`config.mk`:
```
export PLATFORM = sky130hd
export DESIGN_NAME = lcd_sequencer
export DESIGN_NICKNAME = d
export VERILOG_FILES = /design/src/rtl/lcd_pkg.sv /design/src/rtl/lcd_sequencer.sv
export SDC_FILE = /design/constraint.sdc
export NUM_CORES = 1
export LEC_CHECK = 0
export BUFFER_PORTS_ARGS = -buffer_cell sky130_fd_sc_hd__buf_2
export CAP_MARGIN = 40
export CORE_MARGIN = 10
export CORE_UTILIZATION = 35
export DETAILED_ROUTE_END_ITERATION = 6
export SKIP_LAST_GASP = 1
export SYNTH_ARGS = -nofsm -noshare
export SYNTH_HDL_FRONTEND = slang
export SYNTH_SLANG_ARGS = --single-unit
```
`constraint.sdc`:
```
create_clock -name i_clk -period 2.2 [get_ports i_clk]
set_input_delay 0.11 -clock i_clk [delete_from_list [all_inputs] [get_ports i_clk]]
set_output_delay 0.11 -clock i_clk [all_outputs]
set_load 0.01 [all_outputs]
```
`src/rtl/lcd_pkg.sv`:
```
// Shared types and constants for the HD44780 character-LCD sequencer.
package lcd_pkg;

    typedef enum logic [2:0] {
        S_POWERUP,
        S_IDLE,
        S_SETUP,
        S_PULSE,
        S_HOLD,
        S_WAIT
    } lcd_state_e;

    // Power-on init sequence: 8-bit 2-line function set, display on,
    // clear, entry mode increment.
    localparam int LCD_INIT_LEN = 4;
    localparam logic [7:0] LCD_INIT_ROM [0:LCD_INIT_LEN-1] = '{
        8'h38,
        8'h0C,
        8'h01,
        8'h06
    };

    // Instructions that need the long execute time.
    localparam logic [7:0] LCD_CMD_CLEAR = 8'h01;
    localparam logic [7:0] LCD_CMD_HOME  = 8'h02;

    function automatic int max_int(input int a, input int b);
        return (a > b) ? a : b;
    endfunction

    // Clear and return-home (0x02 and its don't-care alias 0x03) are the
    // slow instructions; data writes never are, whatever the byte value.
    function automatic logic is_long_cmd(input logic rs, input logic [7:0] data);
        return !rs && ((data == LCD_CMD_CLEAR) || (data[7:1] == LCD_CMD_HOME[7:1]));
    endfunction

endpackage

```
`src/rtl/lcd_sequencer.sv`:
```
// Character-LCD write sequencer: runs the power-on init sequence and then
// turns each accepted command/data byte into a timed setup/EN/hold/execute
// transfer on the LCD pins. One down-counter times every state.
module lcd_sequencer
    import lcd_pkg::*;
#(
    parameter int POWERUP_CYC = 750000,
    parameter int SETUP_CYC   = 2,
    parameter int EN_CYC      = 25,
    parameter int HOLD_CYC    = 1,
    parameter int EXEC_CYC    = 2000,
    parameter int CLEAR_CYC   = 82000
) (
    input  logic       i_clk,
    input  logic       i_reset,
    input  logic       i_cmd_valid,
    input  logic       i_cmd_rs,
    input  logic [7:0] i_cmd_data,
    output logic       o_cmd_ready,
    output logic       o_init_done,
    output logic       o_busy,
    output logic [7:0] o_lcd_data,
    output logic       o_lcd_rs,
    output logic       o_lcd_rw,
    output logic       o_lcd_en,
    output logic       o_lcd_on
);

    localparam int MAX_CYC = max_int(max_int(max_int(POWERUP_CYC, SETUP_CYC),
                                             max_int(EN_CYC, HOLD_CYC)),
                                     max_int(EXEC_CYC, CLEAR_CYC));
    localparam int CNT_W   = $clog2(MAX_CYC) + 1;
    localparam int IDX_W   = $clog2(LCD_INIT_LEN);

    // The first power-up cycle is spent arming o_lcd_on while the counter
    // still holds its reset value of zero, so the remaining power-up wait
    // is loaded one shorter to keep the total at POWERUP_CYC cycles.
    localparam logic [CNT_W-1:0] LD_POWERUP = CNT_W'(POWERUP_CYC - 2);
    localparam logic [CNT_W-1:0] LD_SETUP   = CNT_W'(SETUP_CYC - 1);
    localparam logic [CNT_W-1:0] LD_EN      = CNT_W'(EN_CYC - 1);
    localparam logic [CNT_W-1:0] LD_HOLD    = CNT_W'(HOLD_CYC - 1);
    localparam logic [CNT_W-1:0] LD_EXEC    = CNT_W'(EXEC_CYC - 1);
    localparam logic [CNT_W-1:0] LD_CLEAR   = CNT_W'(CLEAR_CYC - 1);
    localparam logic [IDX_W-1:0] LAST_IDX   = IDX_W'(LCD_INIT_LEN - 1);

    lcd_state_e       state;
    logic [CNT_W-1:0] count;
    logic [IDX_W-1:0] init_idx;
    logic [IDX_W-1:0] next_idx;
    logic             count_done;
    logic             en_reg;
    logic             ready_reg;
    logic             done_reg;
    logic             on_reg;
    logic [7:0]       data_reg;
    logic             rs_reg;

    assign next_idx   = init_idx + IDX_W'(1);
    assign count_done = (count == '0);

    // Sequencer FSM: every timed state loads N-1 on entry and leaves on the
    // cycle the counter reads zero; all pin and handshake outputs are
    // registered here so they change only on state transitions.
    always_ff @(posedge i_clk or posedge i_reset) begin
        if (i_reset) begin
            state     <= S_POWERUP;
            count     <= '0;
            init_idx  <= '0;
            en_reg    <= 1'b0;
            ready_reg <= 1'b0;
            done_reg  <= 1'b0;
            on_reg    <= 1'b0;
            data_reg  <= 8'h00;
            rs_reg    <= 1'b0;
        end else begin
            on_reg <= 1'b1;
            unique case (state)
                S_POWERUP: begin
                    if (!on_reg) begin
                        count <= LD_POWERUP;
                    end else if (count_done) begin
                        data_reg <= LCD_INIT_ROM[0];
                        rs_reg   <= 1'b0;
                        count    <= LD_SETUP;
                        state    <= S_SETUP;
                    end else begin
                        count <= count - 1'b1;
                    end
                end

                S_IDLE: begin
                    if (i_cmd_valid) begin
                        data_reg  <= i_cmd_data;
                        rs_reg    <= i_cmd_rs;
                        ready_reg <= 1'b0;
                        count     <= LD_SETUP;
                        state     <= S_SETUP;
                    end
                end

                S_SETUP: begin
                    if (count_done) begin
                        en_reg <= 1'b1;
                        count  <= LD_EN;
                        state  <= S_PULSE;
                    end else begin
                        count <= count - 1'b1;
                    end
                end

                S_PULSE: begin
                    if (count_done) begin
                        en_reg <= 1'b0;
                        count  <= LD_HOLD;
                        state  <= S_HOLD;
                    end else begin
                        count <= count - 1'b1;
                    end
                end

                S_HOLD: begin
                    if (count_done) begin
                        count <= is_long_cmd(rs_reg, data_reg) ? LD_CLEAR : LD_EXEC;
                        state <= S_WAIT;
                    end else begin
                        count <= count - 1'b1;
                    end
                end

                S_WAIT: begin
                    if (count_done) begin
                        if (!done_reg && (init_idx != LAST_IDX)) begin
                            init_idx <= next_idx;
                            data_reg <= LCD_INIT_ROM[next_idx];
                            rs_reg   <= 1'b0;
                            count    <= LD_SETUP;
                            state    <= S_SETUP;
                        end else begin
                            done_reg  <= 1'b1;
                            ready_reg <= 1'b1;
                            state     <= S_IDLE;
                        end
                    end else begin
                        count <= count - 1'b1;
                    end
                end

                default: begin
                    en_reg    <= 1'b0;
                    ready_reg <= 1'b0;
                    count     <= '0;
                    state     <= S_POWERUP;
                end
            endcase
        end
    end

    // EN is gated with reset so a transfer aborts without waiting for the
    // flop to clear; everything else comes straight from registers.
    assign o_lcd_en    = en_reg & ~i_reset;
    assign o_lcd_data  = data_reg;
    assign o_lcd_rs    = rs_reg;
    assign o_lcd_rw    = 1'b0;
    assign o_lcd_on    = on_reg;
    assign o_cmd_ready = ready_reg;
    assign o_busy      = ~ready_reg;
    assign o_init_done = done_reg;

endmodule

```
# Word-level counts from Yosys, hierarchy flattened

Index checks and enable logic that the tools add are counted.

Word-level logic and storage cells: 94
Output and inout bits: 15
Input port bits: 12
Flip-flop bits (word level): 39

Equality and inequality tests: 18
Bitwise operators: 7
Add/sub/neg operators: 2
Mux-type cells: 40
Magnitude comparators: 1
Reductions and logical operators: 17

Operators by type and width:

| kind                    | count |
|---|---|
| $mux W21                | 8 |
| $pmux W21 S6            | 1 |
| $mux W8                 | 7 |
| $pmux W8 S3             | 1 |
| $logic_not A21 Y1       | 1 |
| $mux W3                 | 7 |
| $sub A21 B1 Y21 const B | 1 |
| $ne A2 B2 Y1 const B    | 10 |
| $pmux W3 S6             | 1 |
| $mux W17                | 1 |
| $bmux W8 S2             | 1 |
| $mux W1                 | 9 |
| $pmux W1 S3             | 3 |
| $reduce_and A3 Y1       | 3 |
| $eq A8 B1 Y1 const B    | 1 |
| $reduce_or A4 Y1        | 2 |
| $eq A7 B1 Y1 const B    | 1 |
| $reduce_and A7 Y1       | 1 |
| $eq A3 B2 Y1 const B    | 2 |
| $eq A3 B3 Y1 const B    | 2 |
| $reduce_and A6 Y1       | 1 |
| $not A1 Y1              | 5 |
| $reduce_and A4 Y1       | 1 |
| $eq A3 B1 Y1 const B    | 1 |
| other kinds (12)        | 14 |

# Logic depth before layout (Yosys ltp)

Gate-level depths: netlist (run 1).

Word-level depth: 8
Depth in mapped cells: 10
Mapped depth without buffers: 8

# Worst setup path before layout (run 1)

Ideal clock, no wire load.

Kind: reg-to-reg
From: register count[0]
To: register data_reg[0] (netlist: o_lcd_data[0])
Setup time: 125 ps
Buffers on the path: 2
Arrival: 1996 ps
Stages on the path, launching flop included: 11
Required time: 2075 ps
Period minus slack after synthesis: 2121 ps
Path slack: 79 ps
Cells stage by stage: dfrtp_1 > inv_1 > ha_1 > nor4b_1 > and3_1 > buf_2 > nand2_4 > o2bb2ai_2 > and2_4 > buf_8 > mux2_4

Cells in the longest elaborated chain, start to end: 3
Elaborated cells on any way between the ends: 4
Classes of those cells: 2 x eq/ne; 2 x reduce/logical

RTL lines:

| item                          | RTL line             | RTL |
|---|---|---|
| start, declared               | lcd_sequencer.sv:47  | `logic [CNT_W-1:0] count;` |
| start signal, assigned        | lcd_sequencer.sv:87  | `count <= count - 1'b1;` |
| start signal, assigned        | lcd_sequencer.sv:107 | `count <= count - 1'b1;` |
| start signal, assigned        | lcd_sequencer.sv:117 | `count <= count - 1'b1;` |
| $logic_not A21 Y1 *           | lcd_sequencer.sv:59  | `assign count_done = (count == '0);` |
| $ne A2 B2 Y1 (no line)        | --                   |  |
| $reduce_and A6 Y1 (no line) * | --                   |  |
| end signal, assigned          | lcd_sequencer.sv:82  | `data_reg <= LCD_INIT_ROM[0];` |
| end signal, assigned          | lcd_sequencer.sv:93  | `data_reg <= i_cmd_data;` |
| end signal, assigned          | lcd_sequencer.sv:134 | `data_reg <= LCD_INIT_ROM[next_idx];` |
| end, declared                 | lcd_sequencer.sv:55  | `logic [7:0] data_reg;` |

Mark *: on every way between the ends. The rest lies on a longest branch, timed or not.
A chain may end at the register's enable or synchronous reset.

# Final worst setup path (run 1)

From: register count[1]
To: register count[15]

Cells in the longest elaborated chain, start to end: 4
Elaborated cells on any way between the ends: 11
Classes of those cells: 1 x add/sub; 1 x eq/ne; 7 x mux; 2 x reduce/logical

RTL lines:

| item                                                 | RTL line            | RTL |
|---|---|---|
| $sub A21 B1 Y21 or $logic_not A21 Y1 (tied branches) | --                  |  |
| $mux W21                                             | lcd_sequencer.sv:81 | `end else if (count_done) begin` |
| $mux W21                                             | lcd_sequencer.sv:79 | `if (!on_reg) begin` |
| $pmux W21 S6                                         | lcd_sequencer.sv:77 | `unique case (state)` |

Several ways; a longest one is shown, not always the timed one.

==> results of run 1 <==
per-stage QoR:
| stage | power, mW | instance area [µm²] |
|---|---|---|
| 6_report | 1.32 | 3180 |
| 5_1_grt | 1.38 | 3180 |
| 3_3_place_gp | 0.838 | 3020 |
| 3_5_place_dp | 0.839 | 3020 |
| 4_1_cts | 1.34 | 3130 |
| 2_1_floorplan | 0.801 | 2580 |
worst register-to-register path, cell delays in order, from the launching register on:
cell and delay (ps):
dfrtp_1 400, buf_6 120, or4_4 550, or4_4 560
nor3_2 130, nor2_1 60, o21ai_1 150, o41ai_2 90
synthesized netlist by cell type (2+ instances only):
| cell | count |
|---|---|
| conb_1 | 2 |
| nor3_1 | 11 |
| o31ai_1 | 5 |
| and2_1 | 4 |
| nor2b_1 | 2 |
| a221o_1 | 3 |
| o32a_1 | 2 |
| a22o_1 | 6 |
| o41ai_1 | 3 |
| nor4_4 | 2 |
| nor4_2 | 2 |
| buf_2 | 7 |
| nor4_1 | 5 |
| o21ai_1 | 6 |
| a31oi_1 | 6 |
| o21ai_0 | 28 |
| nand2b_1 | 5 |
| dfrtp_1 | 39 |
| inv_1 | 10 |
| a41oi_1 | 3 |
| mux2i_1 | 4 |
| a21oi_1 | 21 |
| and3_1 | 4 |
| buf_4 | 4 |
| nor2_1 | 26 |
| nand3_1 | 18 |
| o211a_1 | 3 |
| or2_2 | 2 |
| clkbuf_1 | 8 |
| ha_1 | 6 |
| mux2_4 | 3 |
| nand2_1 | 20 |
| o211ai_1 | 3 |
| or3_1 | 3 |
what timing repair did:
action / in CTS / in global routing
pin swaps: 0 / 7
cloned: 0 / 0
setup buffers: 0 / 1
setup endpoints to repair: 19 / 26
hold endpoints to repair: 39 / 0
gates resized for setup: 2 / 11
hold buffers: 1 / 0
cell families (layout without fill, tap and decap cells):
family / count (synthesis) / in the layout / share of synthesized area (%)
compound gates: 100 / 100 / 25.6
xor+xnor: 2 / 2 / 0.678
fa+ha+maj: 6 / 6 / 2.90
buf+inv: 30 / 80 / 5.71
flops: 39 / 39 / 37.8
mux: 7 / 7 / 3.29
other cells: 2 / 2 / 0.291
simple gates: 113 / 113 / 23.8
area by class of cell:
class | count | area, µm² | area share [%]
clock inverter | 1 | 5.00 | 0.157
sequential | 39 | 976 | 30.7
inverter | 10 | 37.5 | 1.18
tap | 99 | 124 | 3.89
timing repair buffer | 63 | 442 | 13.9
multi-input combinational | 230 | 1510 | 47.6
clock buffer | 6 | 82.6 | 2.60
path summary, 6_finish.rpt:
path	startpoint	endpoint	slack [ps]
setup / recovery	count[1]$_DFFE_PP0P_	count[15]$_DFFE_PP0P_	10
hold reg to reg	en_reg$_DFFE_PP0P_	en_reg$_DFFE_PP0P_	500
max in group asynchronous	i_reset	count[7]$_DFFE_PP0P_	1360
min in group asynchronous	i_reset	state[2]$_DFFE_PP0P_	480
hold / removal	i_cmd_data[7]	o_lcd_data[7]$_DFFE_PP0P_	60
setup reg to reg	count[1]$_DFFE_PP0P_	count[15]$_DFFE_PP0P_	10
layer usage:
layer  wire length (µm)  global-route usage, %
met4                108                   3.77
met5                  0                      0
met3                303                   2.42
met1               3380                   17.1
met2               3670                   22.0
power by group through the flow:
stage	combinational [mW]	sequential, mW	clock (mW)
finish	0.0970	0.733	0.494
global route	0.110	0.734	0.540
CTS	0.0949	0.732	0.511
detailed placement	0.0928	0.746	0
global placement	0.0918	0.746	0
floorplan	0.0567	0.744	0
==> results.md, run 1 <==
- Status: finished clean
- Largest fanout on the critical path: 4
- Yosys cell types: between 50 and 60
- Post-route setup TNS: 0 ps
- Wire length after detailed routing: ~7500 µm
- Peak supply drop: 0.343 mV
- Sort of element at the start of the critical path: flip-flop
- Share of layout cells above drive strength 1: 26.6%
- # port buffers: 25
- Largest cells by area after synthesis: dfrtp_1 (38%), o21ai_0 (5.4%), a21oi_1 (4.1%)
- Cell with the largest stage delay on the worst path: or4_4
- Final count of negative-setup-slack endpoints: 0
- Reported leakage power: 1.38 nW
- Post-DR wirelength/cell: ~17 µm
- CTS H-tree depth: 2
- Placed instance count: 439
- Final Hold Fails: 0
- Sequential share of power: a little under three fifths
- Period Utilization, post-route: roughly 99%
- Number of flip-flops in the largest register: 21
- Syn Std Cell Area: between 0.002 and 0.003 mm²
- Core area: 0.00721 mm²
- Transition time of the tightest slew-check pin: 590 ps
- Post-layout instance count excluding filler cells: 448
- Remaining max-slew budget at the tightest pin: 60.7%
- Max Clk Rate: 0.458 GHz
- Switching share of power: around a quarter
- Worst hold margin: 56.1 ps
- Cell area power density: approximately 420 mW/mm²
- Unrepaired setup endpoints after global routing: yes
- Number of placement rows: 31
- Syn nets: 317
- Synth Flop Type: dfrtp_1
- DR vias/cell: 5.63
- Root Buffer: clkbuf_8
- Via Count: 2,522
- Layout-stage area growth over the synthesis result: 23.0%
- Number of design rule violations left after detail routing: 0
- CTS tree: yes
- Vias in the first global route: 2,538
- Biggest register: count
- Buffers plus inverters on the worst setup path: 1
- Leading cell type in the layout, fill and taps excluded: dfrtp_1
- Die Height: 106 µm
- Ant. Diodes: 0
- Critical Path Most Common Cell: or4_4
- Portion of total power attributed to the clock network: 37.3%
- Number of enable-type register cells in the synthesized netlist: 0
- CP required: around 2400 ps
- Clock-pin transition on the worst setup and hold timing paths: about 70 ps
- Kind of critical path: reg2reg
- Worst Reg2Reg Path Length in Cells: 7
- Synthesized instance count: 299
- Combinational share of power: 7.3%
- Clock latency on the worst-skew pair: 290 ps
- Final WS setup: about 15 ps
- Post-layout min period: 2190 ps
- Total I/O pin count: 27
- Pin count of the biggest net entering global routing: 40
- Util after Layout: ~44%
- Final antenna-violating net count: 0
- Worst Hold Depth: 3
- Pre-antenna DRT Iters: 5
- Area share of the leading cell type in the synthesized netlist: 37.8%
- Number of stages on the worst setup path: 7
- Wire length of the first global-routing pass: about 12,000 µm
- Global-route total usage across every layer: a little over an eighth
- Commonest cells after routing, fill and taps aside: dfrtp_1 (39), buf_4 (34), nor2_1 (26), o21ai_0 (26), buf_2 (25)
- Initial Utilization: 35.8%
- Antenna violations before repair: 0
- Internal: approximately 1.0 mW
- Max Cap Viol: 0
- Fraction of registers with async set or reset after synthesis: 100%
- Switching Power: 314 µW
- Worst slack, placed: -55.2 ps
- Bufs on Longest Clock Path: 2
- Worst hold path class: in2reg
- Crit-path max cell delay: 560 ps
- Half-perimeter wire length of the detailed placement result: 5560 µm
- Critical Path Sink Type: flip-flop
- Violation count after the first detailed-routing iteration: between 200 and 250
- #FFs+latches synth: 39
- Cells traversed along the worst timing path: buf_6 > or4_4 > or4_4 > nor3_2 > nor2_1 > o21ai_1 > o41ai_2
- Die extent in x: 106 µm
- Critical Path AT: 2360 ps
- # clock sinks: 39
- DIE AREA: between 0.01 and 0.015 mm²
- Number of buffers added by the clock tree synthesis step: 5
- Final-layout fill cell count: 750
- Aggregate global routing overflow: 0
- Avg Inst Size Synth: 8.65 µm²
- Fin nets: 367
- Largest clock skew in the final design: 4.53 ps
- Sequential element share of the synthesized area: 37.8%
- Weighted congestion at the end of routability-driven global placement: 0.927
- Final Max Slew Viols: 0
- Ys Warns: 0
- Delay-heaviest family, CP: simple AND/OR/NAND/NOR gates
- Largest area contributor in the netlist: dfrtp_1
Note: power is estimated with default switching activity, not from simulation.
==> run 2: changes to the inputs <==
--- a/config.mk
+++ b/config.mk
@@ -7,9 +7,12 @@
 export LEC_CHECK = 0
 export BUFFER_PORTS_ARGS = -buffer_cell sky130_fd_sc_hd__buf_2
 export CAP_MARGIN = 40
+export CELL_PAD_IN_SITES_DETAIL_PLACEMENT = 0
+export CELL_PAD_IN_SITES_GLOBAL_PLACEMENT = 1
 export CORE_MARGIN = 10
 export CORE_UTILIZATION = 35
 export DETAILED_ROUTE_END_ITERATION = 6
+export PLACE_DENSITY_LB_ADDON = 0.1
 export SKIP_LAST_GASP = 1
 export SYNTH_ARGS = -nofsm -noshare
 export SYNTH_HDL_FRONTEND = slang
==> run 2 against run 1 <==
Effect of this change: clock-buffer cell count is the same; wire length grew 11%; sequential power is essentially flat; critical endpoint is now count[5]$_DFFE_PP0P_; cell count up 2.0%.
==> results.md, run 2 (same netlist as run 1, synthesis figures left out) <==
- DR vias/cell: 5.46 (was 5.63)
- Origin of the worst min-delay path: i_cmd_data[7] (unchanged)
- Grt met3 use: 2.48% (was 2.42%)
- Final Hold Fails: 0 (unchanged)
- Sequential share of power: 49.9% (was 55.4%)
- Number of design rule violations left after detail routing: 0 (unchanged)
- Core area: 0.00721 mm² (unchanged)
- Critical Path Sink Type: flip-flop (unchanged)
- Reg area: 976 µm² (unchanged)
- Peak supply drop: 0.220 mV (was 0.343 mV)
- Leading cell type in the layout, fill and taps excluded: buf_4 (was dfrtp_1)
- Final Max Slew Viols: 0 (unchanged)
- # clock sinks: 39 (unchanged)
- Kind of critical path: reg2reg (unchanged)
- Global-route total usage across every layer: 14.8% (was 13.2%)
- Switching share of power: 23.0% (was 23.7%)
- Weighted congestion at the end of routability-driven global placement: 0.836 (was 0.927)
- Cell area power density: 449 mW/mm² (was 416 mW/mm²)
- Pre-antenna DRT Iters: 4 (was 5)
- Wire length of the first global-routing pass: 13,600 µm (was 12,400 µm)
- Pin count of the biggest net entering global routing: 40 (unchanged)
- Max Clk Rate: 0.466 GHz (was 0.458 GHz)
- Aggregate global routing overflow: 0 (unchanged)
- Status: finished clean (unchanged)
- DIE AREA: 0.0112 mm² (unchanged)
- Bufs on Longest Clock Path: 2 (unchanged)
- Number of buffers added by the clock tree synthesis step: 5 (unchanged)
- CTS tree: yes (unchanged)
- Reported leakage power: 1.43 nW (was 1.38 nW)
- Worst setup path startpoint: count[1]$_DFFE_PP0P_ (unchanged)
- Number of flip-flops in the largest register: 21 (unchanged)
- Worst Reg2Reg Path Length in Cells: 8 (was 7)
- Unrepaired setup endpoints after global routing: yes (unchanged)
- Origin of the critical flop-to-flop path: count[1]$_DFFE_PP0P_ (unchanged)
- Worst slack, placed: -40.1 ps (was -55.2 ps)
- CTS H-tree depth: 2 (unchanged)
- Global-route met2 utilization: 22.8% (was 22.0%)
- Vias in the first global route: 2,484 (was 2,538)
- Die Height: 106 µm (unchanged)
- Worst hold path class: in2reg (unchanged)
- Met1 usage in global routing: 20.8% (was 17.1%)
- Layout-stage area growth over the synthesis result: 26.9% (was 23.0%)
- Design Area, Final: 0.00328 mm² (was 0.00318 mm²)
- Biggest register: count (unchanged)
- Placed Area: 0.00307 mm² (was 0.00302 mm²)
- Worst hold margin: 32.0 ps (was 56.1 ps)
- Portion of total power attributed to the clock network: 43.2% (was 37.3%)
- Share of layout cells above drive strength 1: 29.1% (was 26.6%)
- Remaining max-slew budget at the tightest pin: 63.3% (was 60.7%)
- Post-DR wirelength/cell: 18.2 µm (was 16.7 µm)
- Global-route layer with the greatest usage: met2 (unchanged)
- Transition time of the tightest slew-check pin: 548 ps (was 590 ps)
- Root Buffer: clkbuf_8 (unchanged)
- Worst Hold Depth: 3 (unchanged)
- Util after Layout: 45.5% (was 44.1%)
- Fin nets: 375 (was 367)
- Combinational share of power: 6.9% (was 7.3%)
- # port buffers: 25 (unchanged)
- Via Count: 2,495 (was 2,522)
- Number of placement rows: 31 (unchanged)
- Critical Path AT: 2330 ps (was 2360 ps)
- CP required: 2380 ps (was 2370 ps)
- Largest fanout on the critical path: 5 (was 4)
- Antenna violations before repair: 0 (unchanged)
- Initial Utilization: 35.8% (unchanged)
- Sort of element at the start of the critical path: flip-flop (unchanged)
- Final-layout fill cell count: 774 (was 750)
- Total I/O pin count: 27 (unchanged)
- Ant. Diodes: 0 (unchanged)
- Period Utilization, post-route: 97.5% (was 99.3%)
- Wire length after detailed routing: 8300 µm (was 7470 µm)
- Power, Total: 1.47 mW (was 1.32 mW)
- Final WS setup: 55.8 ps (was 14.9 ps)
- Clock-pin transition on the worst setup and hold timing paths: 80 ps (was 70 ps)
- Crit path to: count[5]$_DFFE_PP0P_ (was count[15]$_DFFE_PP0P_)
- Minimum setup slack among reg-to-reg paths: 60 ps (was 10 ps)
- Switching Power: 339 µW (was 314 µW)
- Capture point of the worst reg-to-reg path: count[5]$_DFFE_PP0P_ (was count[15]$_DFFE_PP0P_)
- Max Cap Viol: 0 (unchanged)
- Clock latency on the worst-skew pair: 300 ps (was 290 ps)
- Violation count after the first detailed-routing iteration: 194 (was 234)
- Die extent in x: 106 µm (unchanged)
- Area of the multi-input gates: 0.00153 mm² (was 0.00151 mm²)
- Internal: 1.13 mW (was 1.01 mW)
- Post-layout min period: 2140 ps (was 2190 ps)
- Largest clock skew in the final design: 8.43 ps (was 4.53 ps)
- Final count of negative-setup-slack endpoints: 0 (unchanged)
- Commonest cells after routing, fill and taps aside: buf_4 (41), dfrtp_1 (39), o21ai_0 (28) (was dfrtp_1 (39), buf_4 (34), nor2_1 (26), o21ai_0 (26), buf_2 (25))
- Final antenna-violating net count: 0 (unchanged)
- Half-perimeter wire length of the detailed placement result: 6060 µm (was 5560 µm)
[run 2: power by group through the flow]
stage / Combinational (mW) / Clock, mW / Sequential (mW)
finish: 0.101 / 0.635 / 0.734
CTS: 0.0961 / 0.653 / 0.733
detailed placement: 0.0942 / 0 / 0.747
floorplan: 0.0567 / 0 / 0.744
global route: 0.115 / 0.680 / 0.736
global placement: 0.0942 / 0 / 0.747
[run 2: area by class of cell]
cell class | instances | area share, %
multi-input combinational | 230 | 46.5
clock buffer | 6 | 2.52
timing repair buffer | 71 | 15.2
sequential | 39 | 29.8
tap | 99 | 3.78
clock inverter | 2 | 1.07
inverter | 10 | 1.14
[run 2: per-stage QoR]
step                      cells  TNS [ps]
after global routing        457      -450
final                       457         0
after global placement      446         0
after floorplan             299         0
after detailed placement    446      -379
after CTS                   455         0
[run 2: worst min-delay path by stage]
stage                                end  slack [ps]
6_report       o_lcd_data[7]$_DFFE_PP0P_          30
5_1_grt        o_lcd_data[6]$_DFFE_PP0P_          50
4_1_cts        o_lcd_data[7]$_DFFE_PP0P_          30
3_5_place_dp          en_reg$_DFFE_PP0P_         300
3_3_place_gp          en_reg$_DFFE_PP0P_         290
2_1_floorplan    o_cmd_ready$_DFFE_PP0P_         220
[run 2: critical path, stage by stage (launching register included)]
cell and delay (ps):
dfrtp_1 410, inv_1 100, ha_2 200, nor4b_4 250
and3_2 300, nand2_4 80, o21ai_0 200, a21oi_1 210
a22o_1 270
[run 2: what timing repair did]
item / 4_1_cts / 5_1_grt
cloned: 0 / 1
pin swaps: 0 / 1
hold buffers: 1 / 0
setup endpoints to repair: 20 / 33
buffers inserted: 0 / 1
gates resized for setup: 2 / 14
hold endpoints to repair: 39 / 0
[run 2: layer usage]
metal / wire length [µm] / vias up
met5: 0 / -
met4: 82 / 0
met3: 375 / 8
met2: 3930 / 61
met1: 3910 / 1199
li1: - / 1227
